$ cat src/rtl/word_capture_pkg.sv
// rtl/word_capture_pkg.sv - shared types and defaults for the word capture sink
package word_capture_pkg;

   typedef enum logic [1:0] {
      CAPTURE = 2'd0,
      DUMP    = 2'd1,
      DONE    = 2'd2
   } state_t;

   localparam int DATA_W_DEFAULT = 32;

endpackage

$ cat src/rtl/word_capture_ram.sv
// rtl/word_capture_ram.sv - simple dual-port RAM, one write port, one read port, 1-cycle read
module capture_ram
   import word_capture_pkg::*;
#(
   parameter int ADDR_W = 4,
   parameter int DATA_W = DATA_W_DEFAULT
) (
   input  logic              clk,
   input  logic              we,
   input  logic [ADDR_W-1:0] waddr,
   input  logic [DATA_W-1:0] wdata,
   input  logic              re,
   input  logic [ADDR_W-1:0] raddr,
   output logic [DATA_W-1:0] rdata
);

   logic [DATA_W-1:0] mem [2**ADDR_W];

   // rdata holds its value while re is low; the top uses it as the replay register
   always_ff @(posedge clk) begin
      if (we) mem[waddr] <= wdata;
      if (re) rdata <= mem[raddr];
   end

endmodule

$ cat src/rtl/word_capture.sv
// rtl/word_capture.sv - captures a word stream into a buffer and replays it on request
module word_capture
   import word_capture_pkg::*;
#(
   parameter int ADDR_W = 4,
   parameter int DATA_W = DATA_W_DEFAULT
) (
   input  logic              clk,
   input  logic              reset,
   input  logic              in_valid,
   input  logic [DATA_W-1:0] in_data,
   output logic              in_ready,
   input  logic              dump_req,
   output logic              out_valid,
   output logic [DATA_W-1:0] out_data,
   input  logic              out_ready,
   output logic              dump_done,
   output logic [ADDR_W:0]   count,
   output logic              full,
   output logic              overflow
);

   localparam int            DEPTH     = 2**ADDR_W;
   localparam logic [ADDR_W:0]   DEPTH_CNT = (ADDR_W+1)'(DEPTH);
   localparam logic [ADDR_W:0]   CNT_ONE   = (ADDR_W+1)'(1);
   localparam logic [ADDR_W-1:0] PTR_ONE   = ADDR_W'(1);

   state_t              state, state_nxt;
   logic [ADDR_W-1:0]   wr_ptr;
   logic [ADDR_W:0]     rd_cnt;
   logic [DATA_W-1:0]   rdata;
   logic                wr_fire, rd_fire, out_fire, all_issued;

   assign full       = (count == DEPTH_CNT);
   assign all_issued = (rd_cnt == count);
   assign out_fire   = out_valid && out_ready;
   assign out_data   = out_valid ? rdata : '0;

   always_comb begin
      state_nxt = state;
      in_ready  = 1'b0;
      wr_fire   = 1'b0;
      rd_fire   = 1'b0;
      dump_done = 1'b0;
      unique case (state)
         CAPTURE: begin
            in_ready = !full && !reset;
            wr_fire  = in_valid && in_ready;
            // a word written alongside dump_req still counts towards the dump
            if (dump_req) state_nxt = ((count != '0) || wr_fire) ? DUMP : DONE;
         end
         DUMP: begin
            // refill the output register whenever it is empty or draining this cycle
            rd_fire = !all_issued && (!out_valid || out_ready);
            if (all_issued && out_fire) state_nxt = DONE;
         end
         DONE: begin
            dump_done = 1'b1;
            state_nxt = CAPTURE;
         end
         default: state_nxt = CAPTURE;
      endcase
   end

   always_ff @(posedge clk) begin
      if (reset) state <= CAPTURE;
      else       state <= state_nxt;
   end

   always_ff @(posedge clk) begin
      if (reset || state == DONE) begin
         wr_ptr    <= '0;
         rd_cnt    <= '0;
         count     <= '0;
         overflow  <= 1'b0;
         out_valid <= 1'b0;
      end else begin
         if (wr_fire) begin
            wr_ptr <= wr_ptr + PTR_ONE;
            count  <= count + CNT_ONE;
         end
         if (state == CAPTURE && in_valid && full) overflow <= 1'b1;
         if (rd_fire) begin
            rd_cnt    <= rd_cnt + CNT_ONE;
            out_valid <= 1'b1;
         end else if (out_ready) begin
            out_valid <= 1'b0;
         end
      end
   end

   capture_ram #(.ADDR_W(ADDR_W), .DATA_W(DATA_W)) u_ram (
      .clk   (clk),
      .we    (wr_fire),
      .waddr (wr_ptr),
      .wdata (in_data),
      .re    (rd_fire),
      .raddr (rd_cnt[ADDR_W-1:0]),
      .rdata (rdata)
   );

endmodule
$ cat config.mk
export PLATFORM = sky130hd
export DESIGN_NAME = word_capture
export DESIGN_NICKNAME = d
export VERILOG_FILES = /design/src/rtl/word_capture_pkg.sv /design/src/rtl/word_capture_ram.sv /design/src/rtl/word_capture.sv
export SDC_FILE = /design/constraint.sdc
export NUM_CORES = 1
export LEC_CHECK = 0
export ABC_AREA = 1
export BUFFER_PORTS_ARGS = -buffer_cell sky130_fd_sc_hd__buf_2
export CAP_MARGIN = 10
export CORE_MARGIN = 3
export CORE_UTILIZATION = 30
export DETAILED_ROUTE_END_ITERATION = 8
export GPL_TIMING_DRIVEN = 0
export SLEW_MARGIN = 20
export SYNTH_ARGS = -nofsm -noshare
export SYNTH_HDL_FRONTEND = slang
export SYNTH_SLANG_ARGS = --single-unit
$ cat constraint.sdc
create_clock -name clk -period 6.55 [get_ports clk]
set_clock_uncertainty 0.15 [all_clocks]
set_input_delay 0.9825 -clock clk [delete_from_list [all_inputs] [get_ports clk]]
set_output_delay 0.9825 -clock clk [all_outputs]
set_load 0.01 [all_outputs]
# Yosys cells after proc, flatten, opt, wreduce, memory -nomap -nowiden
# Memory sizes are Yosys's and may differ from the RTL's. A register that Yosys moved wholly into a read port is not among the register bits.
# Cells that the tools add are included.
[word_totals] reg_bits=18 in_bits=37 output_inout_bits=42 mem_count=1 ramBits=512
[memory_table] memory="u_ram.mem" words=16 width=32 rd=1 rd_clocked_by_memory_dff=1 wr=1 line="word_capture_ram.sv:17" rtl="logic [DATA_W-1:0] mem [2**ADDR_W];"
[classes] addsub=3 n_mux=13 n_eq_ne=6 n_reduce_logical=18
[op_table] cell="2-to-1 mux 32 bit" n=1
[op_table] cell="adder 5 x 1 -> 5 bit (second input constant)" n=2
[op_table] cell="2-to-1 mux 1 bit" n=8
[op_table] cell="logical AND 1 bit" n=7
[op_table] cell="2-to-1 mux 2 bit" n=3
[op_table] cell="equality test 5 bit" n=1
[op_table] cell="equality test 5 bit (second input constant)" n=1
[op_table] cell="nonzero test 5 bit" n=1
[op_table] cell="adder 4 x 1 -> 4 bit (second input constant)" n=1
[op_table] cell="logical NOT 1 bit" n=4
[op_table] cell="!= test 2 bit (second input constant)" n=2
[op_table] cell="case mux 2 bit (2 select lines)" n=1
[op_table] cell="logical OR 1 bit" n=3
[op_table] cell="equality test 2 x 1 -> 1 bit (second input constant)" n=1
[op_table] cell="equality test 2 bit (second input constant)" n=1
[op_table] cell="logical NOT 2 bit" n=1
[op_table] cell="AND reduction 2 bit" n=1
[op_table] cell="nonzero test 2 bit" n=1

# Logic depth before layout (Yosys ltp)
# Gate-level depths: netlist (run 1).
[logic_depth] depth_word=8 mapped_depth=11

# By module
# From an unflattened synthesis (run 1), not the netlist that was laid out.
[unflattened] cells_unflattened=2329 hier_area_um2=24308.3
[by_module_without_submodules] module="capture_ram" cells_per_inst=2120 instances=1 seq_area_each_um2=16335.7 area_per_inst_um2=23050.9
[by_module_without_submodules] module="word_capture" cells_per_inst=209 instances=1 seq_area_each_um2=360.3 area_per_inst_um2=1257.5

# Least setup slack after synthesis (run 1)
# No wires, ideal clock.
[synth_timing] path_kind="input to register" startpoint="in in_valid" endpoint="mem u_ram.mem[11][0] (netlist bit), enable pin" path_slack_ps=3098 arrival_time_ps=2881 path_stages=6 setup_time_ps=421 path_cell_list="inv_1 nor2_1 nand3_1 inv_2 nand2_1 nor2_1"
[synth_via] elab_chain_cells=4
[synth_rtl] element="start: declaration" line="word_capture.sv:10" rtl="input logic in_valid,"
[synth_rtl] element="logical AND 1 bit" line="word_capture.sv:48" rtl="wr_fire = in_valid && in_ready;"
[synth_rtl] element="2-to-1 mux 1 bit" line="word_capture.sv:45" rtl="unique case (state)"
[synth_rtl] element="2-to-1 mux 1 bit" line="word_capture_ram.sv:21" rtl="if (we) mem[waddr] <= wdata;"
[synth_rtl] element="2-to-1 mux 1 bit (implied by the code)" line="word_capture_ram.sv:21"
[synth_rtl] element="end: declaration" line="word_capture_ram.sv:17"
# No other way between the ends.

# Worst setup path in the final report (run 1)
[layout_timing] startpoint="reg out_valid" endpoint="out out_data[14]"
[layout_via] elab_chain_cells=1
[layout_rtl] element="start: declaration" line="word_capture.sv:14" rtl="output logic out_valid,"
[layout_rtl] element="start signal: assignment" line="word_capture.sv:76" rtl="out_valid <= 1'b0;"
[layout_rtl] element="start signal: assignment" line="word_capture.sv:85" rtl="out_valid <= 1'b1;"
[layout_rtl] element="start signal: assignment" line="word_capture.sv:87" rtl="out_valid <= 1'b0;"
[layout_rtl] element="2-to-1 mux 32 bit" line="word_capture.sv:37" rtl="assign out_data = out_valid ? rdata : '0;"
[layout_rtl] element="end: declaration" line="word_capture.sv:15" rtl="output logic [DATA_W-1:0] out_data,"
# No other way between the ends.

==> results of run 1 <==
## worst max path at each step
stage,startpoint,to
floorplan,in_valid,u_ram.mem[11][0]
global placement,in_valid,u_ram.mem[11][15]
detailed placement,in_valid,u_ram.mem[11][15]
CTS,out_valid,out_data[13]
global route,out_valid,out_data[11]
finish,out_valid,out_data[14]
## through the flow
step	hold slack [ns]	setup slack [ns]	total power [mW]	instances	util (%)
global route	0.3732	2.571	8.119	2868	36.04
CTS	0.3254	2.650	7.899	2868	36.04
finish	0.3277	2.836	7.850	2868	36.04
global placement	0.3017	1.387	4.718	2749	32.78
detailed placement	0.3085	3.241	4.747	2766	33.54
floorplan	0.3172	3.098	4.456	1721	-
## worst reg2reg max path: cells and delay by family, from the launching register on
| kind | cells | cell delay, ns |
|---|---|---|
| adder cells (fa/ha/maj) | 1 | 0.21 |
| buffers and inverters | 3 | 0.57 |
| flip-flops | 1 | 0.43 |
| AND/OR/NAND/NOR | 6 | 1.36 |
## final cells by class
cell class                      count  area (um^2)
Multi-Input combinational cell    993         4806
Timing Repair Buffer               95        813.3
Clock inverter                     43        419.2
Sequential cell                   562        16700
Fill cell                        6895        46270
Buffer                            106        531.8
Tap cell                          950         1189
Inverter                           60        225.2
Clock buffer                       59         1391
## layout by cell type, fill, tap and decap left out, types with 7 or more instances in the layout
master / Yosys / routed
nor2_4: 0 / 16
clkinv_2: 0 / 14
a21oi_1: 13 / 13
dfxtp_1: 18 / 18
buf_16: 0 / 11
ha_1: 7 / 7
o211ai_1: 65 / 65
inv_1: 56 / 55
o21ai_1: 41 / 41
clkbuf_1: 56 / 60
buf_6: 10 / 10
o22ai_1: 64 / 64
clkbuf_16: 0 / 55
nand2_1: 140 / 140
o21ai_0: 220 / 220
buf_1: 7 / 7
buf_4: 7 / 7
nand3_1: 73 / 73
bufinv_16: 0 / 8
nor2_1: 356 / 340
edfxtp_1: 544 / 544
clkinv_1: 1 / 15
buf_2: 26 / 104
## routing by layer
layer	vias to the layer above	share of wire (%)	track usage (%)
met3	114	7.0	2.188
li1	6547	-	-
met1	7176	42	20.50
met5	-	0.035	0
met4	4	3.1	5.347
met2	562	48	25.51
## flip-flops by register name, indices dropped and copies added, names as in the netlist
signal	count
u_ram.rdata	32
u_ram.mem	512
count	5
out_valid	1
wr_ptr	4
overflow	1
state	2
rd_cnt	5
## power by group through the flow
stage	sequential (mW)	clock [mW]	combinational [mW]
after floorplan	4.10	0	0.360
after global placement	4.10	0	0.618
after detailed placement	4.10	0	0.650
after CTS	4.02	3.23	0.654
after global routing	4.02	3.38	0.716
final	4.02	3.18	0.647
## logic make-up after synthesis
| group | count (synthesis) | synth area share [%] |
|---|---|---|
| adders and majority gates | 7 | 0.3956 |
| xor gates and xnor gates | 5 | 0.1978 |
| AOI/OAI and AO/OA | 404 | 10.25 |
| and+or+nand+nor | 577 | 10.33 |
| DFF | 562 | 75.42 |
| buffers and inverters | 166 | 3.419 |
==> metrics, run 1 <==
status finished, final reports clean; Arr. time, crit path 2.58 ns; TritonRoute pass-1 iters 5; Root Driver clkbuf_16; layout cell share with drive strength beyond 1 12.77%; Crit path max-delay family buffers and inverters; VDD IR max 0.1735 mV; first-pass GRT wire length 89560 um; Net Switching 1.821 mW; final setup violation count 0; Final TNS setup 0 ns; Overflow after GRT 0; WP data required 5.42 ns; sw frac 23.19%; R2R Setup Slk 3.52 ns; Min Clock Period, post-route 3.714 ns; core area 72340 um^2; CTS H-tree lvls 2; Max Freq 269.2 MHz; Initial Utilization 30.60%; area grow syn2layout 17.76%; worst path bufs/invs 4; relative slew slack 38.61%; hold_sp overflow; CTS Buffer Depth 3; r2r startpoint count[0]; clock share of power 40.5%; detailed-route via count 14400; Syn Area/Cell 12.86 um^2; Hold Buf Count CTS 0; WS Path Type reg2out; num ports 79; dpl cell area 24260 um^2; Seq/Total Area, Yosys 75.42%; Iter 0 DRT Violations 1591; Worst-path clk slew 0.06 ns; max_cap viols 0; CTS Sinks 562; Routed WL per cell 20.96 um; CTS tree built; PortBufs 78; most numerous cell in the Yosys netlist edfxtp_1; Seq cells post-synth 562; DRT Wirelength 60120 um; internal power 6.030 mW; cell leakage power 8.829 nW; Comb power frac 8.2%; GP Congestion 0.7966; Worst Path Max Fanout 10; worst r2r path cells 10; die width 277.7 um; Post-synth top flop edfxtp_1; cells after synthesis 1721; die height 277.7 um; Clock Latency Late Sink 0.59 ns; crit path cell chain clkbuf_1, clkbuf_1, nand2_1, inv_1, buf_2; hold path depth 2; Ant. Diodes 0; post_cts resized 0; final hold viol count 0; largest net degree at the start of global routing 23; mapped cell area 22140 um^2; TritonCTS Buffers 55; slowest stage delay, CP 0.76 ns; Rows 98; Unique masters post-synth 25; CP dominant cell by count clkbuf_1; initial antenna violation count 2; CP Capture Type output pin; synth cell count leaders edfxtp_1, nor2_1, o21ai_0, nand2_1, nand3_1; Residual DRC 0; post-synth net total 1765; RSZ-0062 raised after global routing false; critical path startpoint category register; Hold Path End overflow; final-report max-slew violation count 0; Synth top area share 73.79%; sequential share of power 51.2%; warnings from Yosys 0; Post-DP HPWL 40800 um; fin crit share 56.70%; Slowest cell on crit path clkbuf_1; Tot GR Track Use 15.31%; Worst-Margin Slew 0.9209 ns; EDFF count, synth 544; Synth area leaders edfxtp_1, nor2_1, o21ai_0; R2R Path End u_ram.mem[11][15]; Final nets 1917; Vias/cell 5.022; Post-CTS Setup Inserts 0; vias in the first global route 14170; Worst path depth 5; pwr dens 301.1 nW/um^2; Hold WC Path Type reg2reg; Post-DRT Antenna Nets 0; asr flop ratio synth 0%; final instance area 26070 um^2; Yosys top cell by area edfxtp_1; Die Area 77090 um^2
(Power assumes the default switching activity.)
==> run 2: changes to the inputs <==
--- a/config.mk
+++ b/config.mk
@@ -5,7 +5,7 @@
 export SDC_FILE = /design/constraint.sdc
 export NUM_CORES = 1
 export LEC_CHECK = 0
-export ABC_AREA = 1
+export ABC_AREA = 0
 export BUFFER_PORTS_ARGS = -buffer_cell sky130_fd_sc_hd__buf_2
 export CAP_MARGIN = 10
 export CORE_MARGIN = 3
==> constraint.sdc (replaced) <==
create_clock -name clk -period 3.7 [get_ports clk]
set_clock_uncertainty 0.15 [all_clocks]
set_input_delay 0.555 -clock clk [delete_from_list [all_inputs] [get_ports clk]]
set_output_delay 0.555 -clock clk [all_outputs]
set_load 0.01 [all_outputs]
==> run 2 against run 1 <==
Non-clock buffer count decreased by 35. Via count decreased by 27%. Global-route usage shrank 2.2 points. Flip-flop and latch count unchanged. Sequential power is 75% higher. Worst setup slack got worse by 2.6 ns. Sequential share of layout area increased by 0.97 points. Clock-buffer cell count grew 14. First-iteration DRC count decreased by 49%. Critical path type is now reg2reg. Largest power group unchanged. Highest routed layer unchanged.
==> metrics, run 2 <==
status finished, final reports clean; most numerous cell in the Yosys netlist edfxtp_1; synth cell count leaders edfxtp_1, mux4_2, nand2_1; PortBufs 78 (unchanged); R2R Path End u_ram.mem[3][16]; Post-DP HPWL 33110 um (-19%); Clock Latency Late Sink 0.60 ns (about the same); CP dominant cell by count buf_8; most common cell after layout, fill and taps aside edfxtp_1; Post-DRT Antenna Nets 0 (unchanged); Min Clock Period, post-route 3.422 ns; Max Freq 292.2 MHz; Iter 0 DRT Violations 812 (-49%); Worst-path clk slew 0.06 ns (about the same); core area 70640 um^2 (-2.4%); final setup violation count 0 (unchanged); Reg with most FFs u_ram.mem; CP startpoint count[0]; r2r startpoint count[0]; Seq cells post-synth 562 (unchanged); Initial Utilization 30.59% (about the same); detailed-route via count 10520 (-27%); slowest stage delay, CP 0.62 ns (-0.14 ns); DRT Wirelength 48830 um (-19%); area grow syn2layout 18.85%; Final TNS setup 0 ns (unchanged); CTS Sinks 562 (unchanged); GP Congestion 0.7167 (-10%); final-report max-slew violation count 0 (unchanged); die height 274.4 um (-1.2%); critical path startpoint category register; warnings from Yosys 0 (unchanged); CTS H-tree lvls 2 (unchanged); first-pass GRT wire length 72870 um (-19%); hold_ws 0.06718 ns (-0.2605 ns); crit path cell chain inv_1, ha_1, and4bb_4, nor4_4, nand2_2, nor3_4, buf_8, buf_8, buf_8; pwr dens 509.4 nW/um^2 (+69%); Yosys top cell by area edfxtp_1; Root Driver clkbuf_16; Worst path depth 9 (+4); commonest non-fill, non-tap cells in the layout edfxtp_1, mux4_2, buf_2; crit path to u_ram.mem[3][16]; Overflow after GRT 0 (unchanged); Synth top area share 75.59% (+1.8 points); EDFF count, synth 544 (unchanged); CTS tree built; WS Path Type reg2reg; cells after synthesis 1049 (-39%); largest registers u_ram.mem x512, u_ram.rdata x32; Routed WL per cell 22.17 um (+5.8%); post-route setup slack 0.2782 ns (-2.558 ns); num ports 79 (unchanged); asr flop ratio synth 0% (unchanged); die width 274.4 um (-1.2%); CTS Buffer Depth 3 (unchanged); worst r2r path cells 9 (-1); max_cap viols 0 (unchanged); VDD IR max 0.3381 mV (+95%); cell leakage power 8.003 nW (-9.4%); vias in the first global route 11080 (-22%); final instance area 25680 um^2 (-1.5%); RSZ-0062 raised after global routing false; fin crit share 92.48%; Unique masters post-synth 38 (+52%); Worst-Margin Slew 0.9926 ns (+0.07166 ns); Post-synth top flop edfxtp_1; Worst Path Max Fanout 10 (unchanged); Tot Pwr 13.08 mW (+67%); largest net degree at the start of global routing 19 (-17%); Syn Area/Cell 20.60 um^2 (+60%); post_cts resized 0 (unchanged); Rows 97 (-1.0%); TritonRoute pass-1 iters 7 (+2); dpl cell area 23820 um^2 (-1.8%); Die Area 75290 um^2 (-2.3%); layout cell share with drive strength beyond 1 28.07% (+15 points); mapped cell area 21610 um^2 (-2.4%); initial antenna violation count 4 (+2); Hold WC Path Type in2reg; Seq/Total Area, Yosys 77.26% (+1.8 points); CP Capture Type register; Synth area leaders edfxtp_1, mux4_2, dfxtp_1; R2R Setup Slk 0.28 ns (-3.24 ns); Arr. time, crit path 3.57 ns (+0.99 ns); max reg flops 512 (unchanged); Crit path max-delay family simple AND/OR/NAND/NOR gates; post-synth net total 1093 (-38%); post-place setup slack 0.1330 ns (-3.108 ns); Tot GR Track Use 13.09% (-2.2 points); Final nets 1258 (-34%); WP data required 3.85 ns (-1.57 ns); relative slew slack 33.83% (-4.8 points); TritonCTS Buffers 56 (+1.8%); Slowest cell on crit path nor4_4; Vias/cell 4.779 (-4.8%); worst path bufs/invs 4 (unchanged); final hold viol count 0 (unchanged); Residual DRC 0 (unchanged)
## run 2: changes by cell type in the layout (fill, tap and decap cells not counted), moves of 41 or more
cell / before / now
o211ai_1: 65 / 0
nand2_1: 140 / 72
o21ai_1: 41 / 0
inv_1: 55 / 9
nand3_1: 73 / 1
mux4_2: 0 / 128
nor2_1: 340 / 19
o21ai_0: 220 / 1
o22ai_1: 64 / 0
## run 2: worst min-delay path by stage
stage	from	end	cells after the start	slack (ns)
floorplan	overflow	overflow	2	0.35
global placement	overflow	overflow	2	0.31
detailed placement	overflow	overflow	2	0.32
CTS	in_valid	overflow	3	0.04
global route	in_valid	overflow	3	0.05
finish	in_valid	overflow	3	0.07
## run 2: cells by family (layout without fill, tap and decap cells)
| kind of cell | count (synthesis) | after routing | synth area share (%) |
|---|---|---|---|
| AND/OR/NAND/NOR | 193 | 193 | 4.499 |
| other | 0 | 1 | 0 |
| adder cells (fa/ha/maj) | 7 | 7 | 0.4053 |
| buffers and inverters | 68 | 280 | 1.378 |
| flip-flops | 562 | 562 | 77.26 |
| XOR/XNOR | 13 | 13 | 0.5269 |
| multiplexers | 132 | 132 | 13.53 |
| AO/OA/AOI/OAI | 74 | 74 | 2.397 |
## run 2: area by class of cell
cell class	instances	area, um^2
diodes	1	2.502
plain buffers	59	264.0
clock buffers	73	1465
clock inverters	32	379.1
fillers	6500	44950
inverters	9	33.78
multi-input cells	419	4751
flip-flops and latches	562	16700
well taps	940	1176
repair buffers	107	914.6
## run 2: repair_timing
item	CTS	global route
hold buffers	1	0
buffers inserted	0	1
setup endpoints to repair	0	9
endpoints found under the hold margin	1	0
## run 2: report_power, final
group / total, mW / leakage, nW / internal (mW) / switching [mW]
clock network: 5.67 / 0.889 / 3.35 / 2.31
registers: 7.04 / 5.04 / 7.03 / 0.0170
logic: 0.373 / 2.07 / 0.145 / 0.228
total: 13.1 / 8.00 / 10.5 / 2.56
## run 2: through the flow
| step | instances | util [%] |
|---|---|---|
| after floorplan | 1049 | - |
| final | 2202 | 36.36 |
| after global routing | 2201 | 36.36 |
| after CTS | 2200 | 36.34 |
| after global placement | 2067 | 32.84 |
| after detailed placement | 2094 | 33.72 |
## run 2: per-layer routing
metal	global-route usage, %	up-vias	wire length, um
met5	0	-	40
met2	22.22	261	24290
met1	17.04	5567	20780
li1	-	4603	-
met4	3.786	6	1284
met3	2.616	86	2428
## run 2: worst reg2reg max path, cell delays in order (launching register included)
cell	delay (ns)
dfxtp_1	0.45
inv_1	0.08
ha_1	0.21
and4bb_4	0.22
nor4_4	0.62
nand2_2	0.32
nor3_4	0.48
buf_8	0.24
buf_8	0.18
buf_8	0.17
